[config.mk]
export PLATFORM = sky130hd
export DESIGN_NAME = secded_err_monitor
export DESIGN_NICKNAME = d
export VERILOG_FILES = /design/src/rtl/secded_pkg.sv /design/src/rtl/secded_fifo2.sv /design/src/rtl/secded_err_monitor.sv
export SDC_FILE = /design/constraint.sdc
export NUM_CORES = 1
export LEC_CHECK = 0
export CAP_MARGIN = 20
export CORE_MARGIN = 1.5
export CORE_UTILIZATION = 52
export CTS_BUF_LIST = sky130_fd_sc_hd__clkbuf_4 sky130_fd_sc_hd__clkbuf_8 sky130_fd_sc_hd__clkbuf_16
export CTS_CLUSTER_DIAMETER = 40
export CTS_CLUSTER_SIZE = 30
export DETAILED_ROUTE_END_ITERATION = 8
export PLACE_DENSITY = 0.92
export SYNTH_ARGS = -nofsm -noshare
export SYNTH_HDL_FRONTEND = slang
export SYNTH_SLANG_ARGS = --single-unit
export TNS_END_PERCENT = 50
[constraint.sdc]
create_clock -name clock -period 5 [get_ports clock]
set_input_delay 1.5 -clock clock [delete_from_list [all_inputs] [get_ports clock]]
set_output_delay 1.5 -clock clock [all_outputs]
set_load 0.01 [all_outputs]
[src/rtl/secded_pkg.sv]
// Shared types and helpers for the SECDED error monitor slice.
package secded_pkg;

    localparam int unsigned CODE_W = 13;
    localparam int unsigned DATA_W = 8;
    localparam int unsigned SYN_W  = 4;

    typedef enum logic [1:0] {
        OK       = 2'b00,
        DEGRADED = 2'b01,
        FAILED   = 2'b10
    } health_t;

    // One FIFO entry: error classification plus extracted payload.
    typedef struct packed {
        logic              uncorr;
        logic              corr;
        logic [DATA_W-1:0] data;
    } entry_t;

    // Pull the 8 data bits out of the Hamming positions (parity positions 0,1,2,4,8 skipped).
    function automatic logic [DATA_W-1:0] secded_extract_data(input logic [CODE_W-1:0] code);
        return {code[12], code[11], code[10], code[9], code[7], code[6], code[5], code[3]};
    endfunction

endpackage

[src/rtl/secded_fifo2.sv]
// Two-entry registered FIFO with valid/ready on both sides.
//  clock, reset_L        : clock, async active-low reset
//  in_valid/in_ready     : write handshake; in_ready is a flop (count < 2)
//  in_data               : write payload
//  out_valid/out_ready   : read handshake; out_valid is a flop (count != 0)
//  out_data              : head entry, straight from the head register
module secded_fifo2 #(
    parameter int unsigned W = 10
) (
    input  logic         clock,
    input  logic         reset_L,
    input  logic         in_valid,
    output logic         in_ready,
    input  logic [W-1:0] in_data,
    output logic         out_valid,
    input  logic         out_ready,
    output logic [W-1:0] out_data
);

    logic [1:0]   count_q;
    logic [1:0]   count_n;
    logic [W-1:0] slot0_q;
    logic [W-1:0] slot1_q;
    logic [W-1:0] slot0_n;
    logic [W-1:0] slot1_n;
    logic         enq;
    logic         deq;

    assign enq      = in_valid & in_ready;
    assign deq      = out_valid & out_ready;
    assign out_data = slot0_q;

    // Slot 0 is always the head; slot 1 shifts forward on dequeue.
    always_comb begin
        count_n = count_q;
        slot0_n = slot0_q;
        slot1_n = slot1_q;
        case ({enq, deq})
            2'b10: begin
                if (count_q == 2'd0) slot0_n = in_data;
                else                 slot1_n = in_data;
                count_n = count_q + 2'd1;
            end
            2'b01: begin
                slot0_n = slot1_q;
                count_n = count_q - 2'd1;
            end
            2'b11: begin
                if (count_q == 2'd1) begin
                    slot0_n = in_data;
                end else begin
                    slot0_n = slot1_q;
                    slot1_n = in_data;
                end
            end
            default: ;
        endcase
    end

    // Handshake flags follow the next count so they stay registered.
    always_ff @(posedge clock or negedge reset_L) begin
        if (!reset_L) begin
            count_q   <= 2'd0;
            slot0_q   <= '0;
            slot1_q   <= '0;
            in_ready  <= 1'b1;
            out_valid <= 1'b0;
        end else begin
            count_q   <= count_n;
            slot0_q   <= slot0_n;
            slot1_q   <= slot1_n;
            in_ready  <= (count_n != 2'd2);
            out_valid <= (count_n != 2'd0);
        end
    end

endmodule

[src/rtl/secded_err_monitor.sv]
// SECDED decoder back end: extracts data into a 2-entry FIFO, counts errors, tracks health.
//  clock, reset_L                    : clock, async active-low reset
//  in_valid/in_ready, in_code,
//  in_syndrome, in_is1BitErr/2BitErr : decoder result stream
//  out_valid/out_ready, out_data,
//  out_corrected, out_uncorr         : extracted data stream with error flags
//  clr_counts                        : sync clear of counters, last syndrome, health
//  cnt_corr, cnt_uncorr              : saturating error counters
//  last_syndrome, health             : most recent error syndrome and health state
module secded_err_monitor
    import secded_pkg::*;
#(
    parameter int unsigned CNT_W       = 8,
    parameter int unsigned DEGRADE_TH  = 4,
    parameter bit          DROP_UNCORR = 1'b1
) (
    input  logic              clock,
    input  logic              reset_L,
    input  logic              in_valid,
    output logic              in_ready,
    input  logic [CODE_W-1:0] in_code,
    input  logic [SYN_W-1:0]  in_syndrome,
    input  logic              in_is1BitErr,
    input  logic              in_is2BitErr,
    output logic              out_valid,
    input  logic              out_ready,
    output logic [DATA_W-1:0] out_data,
    output logic              out_corrected,
    output logic              out_uncorr,
    input  logic              clr_counts,
    output logic [CNT_W-1:0]  cnt_corr,
    output logic [CNT_W-1:0]  cnt_uncorr,
    output logic [SYN_W-1:0]  last_syndrome,
    output logic [1:0]        health
);

    localparam logic [CNT_W-1:0] CNT_MAX = '1;

    logic             accept;
    logic             is_corr;
    logic             is_uncorr;
    logic             enq;
    entry_t           in_entry;
    entry_t           out_entry;
    logic [CNT_W-1:0] cnt_corr_n;
    logic [CNT_W-1:0] cnt_uncorr_n;
    logic [SYN_W-1:0] syn_n;
    health_t          health_q;
    health_t          health_n;

    assign accept    = in_valid & in_ready;
    assign is_uncorr = in_is2BitErr;
    assign is_corr   = in_is1BitErr & ~in_is2BitErr;
    assign enq       = accept & ~(is_uncorr & DROP_UNCORR);

    assign in_entry.uncorr = is_uncorr;
    assign in_entry.corr   = is_corr;
    assign in_entry.data   = secded_extract_data(in_code);

    secded_fifo2 #(
        .W($bits(entry_t))
    ) u_fifo (
        .clock    (clock),
        .reset_L  (reset_L),
        .in_valid (enq),
        .in_ready (in_ready),
        .in_data  (in_entry),
        .out_valid(out_valid),
        .out_ready(out_ready),
        .out_data (out_entry)
    );

    assign out_data      = out_entry.data;
    assign out_corrected = out_entry.corr;
    assign out_uncorr    = out_entry.uncorr;
    assign health        = health_q;

    // Next statistics: clear first, then apply any error accepted this cycle.
    always_comb begin
        cnt_corr_n   = clr_counts ? '0 : cnt_corr;
        cnt_uncorr_n = clr_counts ? '0 : cnt_uncorr;
        syn_n        = clr_counts ? '0 : last_syndrome;
        health_n     = clr_counts ? OK : health_q;
        if (accept && is_corr) begin
            if (cnt_corr_n != CNT_MAX) cnt_corr_n = cnt_corr_n + CNT_W'(1);
            syn_n = in_syndrome;
            if (health_n == OK && 32'(cnt_corr_n) >= DEGRADE_TH) health_n = DEGRADED;
        end
        if (accept && is_uncorr) begin
            if (cnt_uncorr_n != CNT_MAX) cnt_uncorr_n = cnt_uncorr_n + CNT_W'(1);
            syn_n    = in_syndrome;
            health_n = FAILED;
        end
    end

    // Statistics and health state registers.
    always_ff @(posedge clock or negedge reset_L) begin
        if (!reset_L) begin
            cnt_corr      <= '0;
            cnt_uncorr    <= '0;
            last_syndrome <= '0;
            health_q      <= OK;
        end else begin
            cnt_corr      <= cnt_corr_n;
            cnt_uncorr    <= cnt_uncorr_n;
            last_syndrome <= syn_n;
            health_q      <= health_n;
        end
    end

endmodule

# Word level (Yosys, flattened, before mapping)
# Cells that the tools add are included.
dict set report totals {
  regBits 46
  output_inout_bits 34
}
dict set report op_classes {
  n_addsub 4
  order_cmp 1
  eq_ne 10
  mux 21
  n_bitwise 6
  reduce_logical 11
}
# cell count
set ops {}
lappend ops {{8-bit two-way mux} 7}
lappend ops {{10-bit two-way mux} 4}
lappend ops {{10-bit case mux with 3 select lines} 1}
lappend ops {{10-bit case mux with 2 select lines} 1}
lappend ops {{8-bit by 1-bit adder with 8-bit output (second input constant)} 2}
lappend ops {{8-bit != test (second input constant)} 2}
lappend ops {{4-bit two-way mux} 3}
lappend ops {{8-bit by 3-bit greater-or-equal comparator with 1-bit output (second input constant)} 1}
lappend ops {{2-bit two-way mux} 4}
lappend ops {{2-bit != test (second input constant)} 3}
lappend ops {{3-bit nonzero test} 2}
lappend ops {{1-bit AND} 5}
lappend ops {{2-bit by 1-bit equality test with 1-bit output (second input constant)} 2}
lappend ops {{2-bit equality test (second input constant)} 2}
lappend ops {{2-bit zero test} 2}
lappend ops {{2-bit case mux with 2 select lines} 1}
lappend ops {{2-bit nonzero test} 2}
lappend ops {{1-bit logical AND} 3}
lappend ops {{3-bit AND reduction} 1}
lappend ops {{2-bit by 1-bit adder with 2-bit output (second input constant)} 1}
lappend ops {{2-bit by 1-bit != test with 1-bit output (second input constant)} 1}
lappend ops {{2-bit AND reduction} 1}
lappend ops {{2-bit by 1-bit subtractor with 2-bit output (second input constant)} 1}
lappend ops {{1-bit inverter} 1}

# Logic depth before layout (Yosys ltp)
dict set report depth {
  depth_word 9
  mapped_depth 9
  ltp_nobuf 8
}

# Hierarchy
# A second synthesis with hierarchy kept.
dict set report unflattened {
  hier_cells 230
  area_unflattened_um2 2362.3
}
# mod n_inst cells_per_inst area_per_inst_um2 seq_area_each_um2
set modules_own_cells {}
lappend modules_own_cells {secded_fifo2 1 114 1226.2 601.8}
lappend modules_own_cells {secded_err_monitor 1 116 1136.1 550.5}

# Worst setup path after synthesis
# OpenSTA, ideal clock, no wires.
dict set report synth_path {
  path_type {input to register}
  from {input port out_ready}
  to {register u_fifo.slot1_q[0]}
  setup_time_ns 0.125
  arrival_time_ns 2.847
  required_ns 4.875
  slack_ns 2.028
  cell_stages 7
  path_buffers 2
  path_cell_list {and2_1 clkbuf_1 inv_1 ha_1 o211ai_1 buf_2 mux2_2}
}
dict set report synth_via {
  elab_chain_cells 4
  elab_cells_between_ends 8
  cone_classes {eq/ne: 4; mux: 1; bitwise: 1; reduce/logical: 2}
}
# element line_no
set synth_lines {}
lappend synth_lines {{start: declaration} secded_err_monitor.sv:26} ;# input logic out_ready,
lappend synth_lines {{1-bit AND (*)} secded_fifo2.sv:30} ;# assign deq = out_valid & out_ready;
lappend synth_lines {{2-bit equality test} secded_fifo2.sv:38} ;# case ({enq, deq})
lappend synth_lines {{2-bit != test (no line) or 2-bit nonzero test (tied branches)} n/a}
lappend synth_lines {{3-bit AND reduction (no line)} n/a}
lappend synth_lines {{end signal: assignment} secded_fifo2.sv:71} ;# slot1_q <= slot1_n;
lappend synth_lines {{end: declaration} secded_fifo2.sv:23} ;# logic [W-1:0] slot1_q;
# Every way passes the cells marked *; elsewhere a longest branch is shown, timed or not.
# A chain may end at the register's enable or synchronous reset.

# Worst setup path in the final report
dict set report layout_path {
  from {input port in_valid}
  to {register u_fifo.slot0_q[0] (netlist: u_fifo.out_data[0])}
}
dict set report layout_via {
  elab_chain_cells 6
  elab_cells_between_ends 10
  cone_classes {eq/ne: 4; mux: 1; bitwise: 3; reduce/logical: 2}
}
# element line_no
set layout_lines {}
lappend layout_lines {{start: declaration} secded_err_monitor.sv:19} ;# input logic in_valid,
lappend layout_lines {{1-bit AND (*)} secded_err_monitor.sv:51} ;# assign accept = in_valid & in_ready;
lappend layout_lines {{1-bit AND (*)} secded_err_monitor.sv:54} ;# assign enq = accept & ~(is_uncorr & DROP_UNCORR);
lappend layout_lines {{1-bit AND (*)} secded_fifo2.sv:29} ;# assign enq = in_valid & in_ready;
lappend layout_lines {{2-bit equality test or 2-bit by 1-bit equality test with 1-bit output (tied branches)} secded_fifo2.sv:38}
lappend layout_lines {{2-bit by 1-bit != test with 1-bit output (no line) or 3-bit nonzero test (tied branches)} n/a}
lappend layout_lines {{2-bit AND reduction (no line)} n/a}
lappend layout_lines {{end signal: assignment} secded_fifo2.sv:70} ;# slot0_q <= slot0_n;
lappend layout_lines {{end: declaration} secded_fifo2.sv:22} ;# logic [W-1:0] slot0_q;
# Marks and branches as above.

==> impl_metrics.tcl <==
set metrics [dict create \
    outcome "complete, no violations" \
    drc 0 \
    drt_first_pass_iters 4 \
    ys_seq_area_frac 0.510 \
    place_inst 320 \
    antenna_left 0 \
    cts-hold-fix-buffers 0 \
    critical_path.endpoint_type "flip-flop" \
    fin_cells 329 \
    syn_inst 224 \
    hold_viol_final 0 \
    regArea_sq_mm 0.00115 \
    cts_max_path_buffers 2 \
    clock-sinks 46 \
    min_period_over_period 0.685 \
    grt_pass1_vias 1785 \
    root_buffer "clkbuf_8" \
    start_util 0.553 \
    path_max_fanout 10 \
    hpwl_microns 3390 \
    post_cts_buffers 0 \
    ys_async_sr_fraction 1.00 \
    period_minus_slack_ns 3.42 \
    gr-usage-met1 0.296 \
    cts_resized 0 \
    die_x_microns 68.9 \
    core-area_sq_mm 0.00409 \
    wire_per_inst_microns 14.7 \
    fp-row-count 23 \
    place_congestion 0.771 \
    grt.total_usage 0.229 \
    via_per_inst 5.74 \
    grt_max_degree 47 \
    fillCellCount 313 \
    cts_tree "done" \
    synth-edff-count 0 \
    synth_flop_cell "dfrtp_1" \
    cp_slowest_cell "clkdlybuf4s50_1" \
    wirelength_microns 4820 \
    ys_warn_count 0 \
    rsz0062_at_grt "false" \
    die_h_microns 68.9 \
    crit_type "in -> reg" \
    syn-num-nets 255 \
    worstMarginPinSlew_ns 0.596 \
    holdCritPathClass "reg -> reg" \
    detail_route.iter0.violations 187 \
    tns_ns 0 \
    synthTopCellsByArea "dfrtp_1 (50%), a21oi_1 (6.0%), mux2_2 (4.5%)" \
    p_per_area_mw_per_mm2 409 \
    area_growth_pct 29.3 \
    fin_skew_ns 0.00413 \
    cts_buffers 5 \
    fmax_ghz 0.292 \
    slew-limit-headroom 0.601 \
    io_pins 58 \
    synth.distinct_cells 41 \
    slew_viol_final 0 \
    avgSynthCellArea_sq_um 10.1 \
    use_met2 0.388 \
    cp_data_required_time_ns 5.22 \
    worstSetupStartpointType "primary input" \
    final_util 0.715 \
    worst_slack_ns 1.58 \
    worstPathCellList "clkdlybuf4s50_1, nand2_1, or2_2, inv_1, ha_1, nor2b_1, o21a_1, a22oi_1, a21oi_1" \
    drv_cap 0 \
    multi_input_area_sq_mm 0.00102 \
    path_clk_slew_ns 0.08 \
    netlist_area_sq_mm 0.00226 \
    synth_top_area_share 0.498 \
    antennaDiodeCount 0 \
    drive_gt1_frac 0.100 \
    htreeDepth 2 \
    busiest_layer "met2" \
    grt_overflow 0 \
    synth_area_leader_cell "dfrtp_1" \
    grtUsageMet3 0.0406 \
    crit_path_max_incr_delay_ns 0.59 \
    setup_viol 0 \
    grt_antenna_before_repair 0 \
    clkLatencyLatePin_ns 0.30 \
    synth-seq-cells 46 \
    port_buffers 52 \
    vdd_drop_max_uv 168 \
    p_leak_uw 0.00127 \
    final_net_count 309 \
    pre_cts_slack_ns 1.29 \
    dr_total_vias 1888 \
    grt_pass1_wl_microns 8040 \
    dieArea_sq_mm 0.00475 \
    worstPathArrival_ns 3.64 \
]
-- state kept, by name, summed over array words and instances (netlist names) --
register and count:
u_fifo.out_valid 1, u_fifo.in_ready 1, u_fifo.slot1_q 10, u_fifo.out_data 10
cnt_corr 8, last_syndrome 4, health 2, u_fifo.count_q 2
cnt_uncorr 8
-- layer usage --
layer / share of wire / wire, microns / up-vias
met1: 0.43 / 2070 / 914
met3: 0.062 / 297 / 7
met4: 0.013 / 61 / 0
met2: 0.50 / 2390 / 63
met5: 0 / 0 / -
li1: - / - / 904
-- Yosys cell counts, types with 2 or more instances --
master    number
a311oi_1       2
inv_1         11
nor2_1        22
mux2i_1        4
nand2_1       23
a31oi_1        4
nor3_1         5
nand3_1        8
mux2_2         9
nor2b_1        5
dfrtp_1       45
ha_1           7
nand4_1        2
o211ai_1       3
nand2b_1       2
a21oi_1       27
buf_2          3
o21ai_0        8
a22oi_1        9
clkbuf_1       4
-- critical path, delay by kind of cell --
kind	cells	cell delay (ns)
buf+inv	2	0.68
compound gates	3	0.72
fa+ha+maj	1	0.19
simple gates	3	0.56
-- stage by stage --
| stage | total power [uW] | area, sq um | hold slack, ns |
|---|---|---|---|
| 2_1_floorplan | 767 | 2260 | 0.450 |
| 3_3_place_gp | 940 | 2810 | 0.468 |
| 3_5_place_dp | 966 | 2810 | 0.479 |
| 4_1_cts | 1200 | 2900 | 0.512 |
| 5_1_grt | 1270 | 2920 | 0.537 |
| 6_report | 1190 | 2920 | 0.511 |
-- cell usage in the layout, fill, tap and decap left out, types with 5 or more instances in the layout --
master	Yosys	final
a22oi_1	9	9
nand2_1	23	23
inv_1	11	11
clkbuf_8	0	5
nor2b_1	5	5
nand3_1	8	8
mux2_2	9	9
nor2_1	22	22
nor3_1	5	5
o21ai_0	8	8
a21oi_1	27	27
dfrtp_1	45	45
ha_1	7	7
clkdlybuf4s50_1	0	51
-- final timing paths --
| kind | depth (start not counted) | slack [ns] | from | end |
|---|---|---|---|---|
| min | 2 | 0.51 | u_fifo.slot1_q[8] | u_fifo.slot1_q[8] |
| max in group asynchronous | 2 | 3.52 | reset_L | u_fifo.in_ready |
| max | 9 | 1.58 | in_valid | u_fifo.out_data[0] |
| min in group asynchronous | 1 | 1.00 | reset_L | u_fifo.out_data[4] |
| min reg2reg | 2 | 0.51 | u_fifo.slot1_q[8] | u_fifo.slot1_q[8] |
| max reg2reg | 8 | 2.78 | u_fifo.in_ready | u_fifo.out_data[0] |
-- power breakdown --
group	leakage [uW]	switching, uW	internal, uW
sequential	0.000580	67.8	483
combinational	0.000638	189	221
clock	0.0000498	118	116
total	0.00127	374	820
-- cell type report --
cell class,count,area share
sequential,46,0.394
multi-input combinational,159,0.351
timing repair buffer,55,0.188
clock buffer,8,0.0313
tap,50,0.0214
inverter,11,0.0141
-- kinds of logic (layout without fill, tap and decap cells) --
logic type | Yosys count | in the layout | synth area share
buffers and inverters | 19 | 74 | 0.0365
xor gates and xnor gates | 1 | 1 | 0.00388
DFF | 46 | 46 | 0.510
and+or+nand+nor | 79 | 79 | 0.189
adders and majority gates | 7 | 7 | 0.0388
muxes | 14 | 14 | 0.0676
AOI/OAI and AO/OA | 58 | 58 | 0.154
Power figures use the tool's default switching activity.
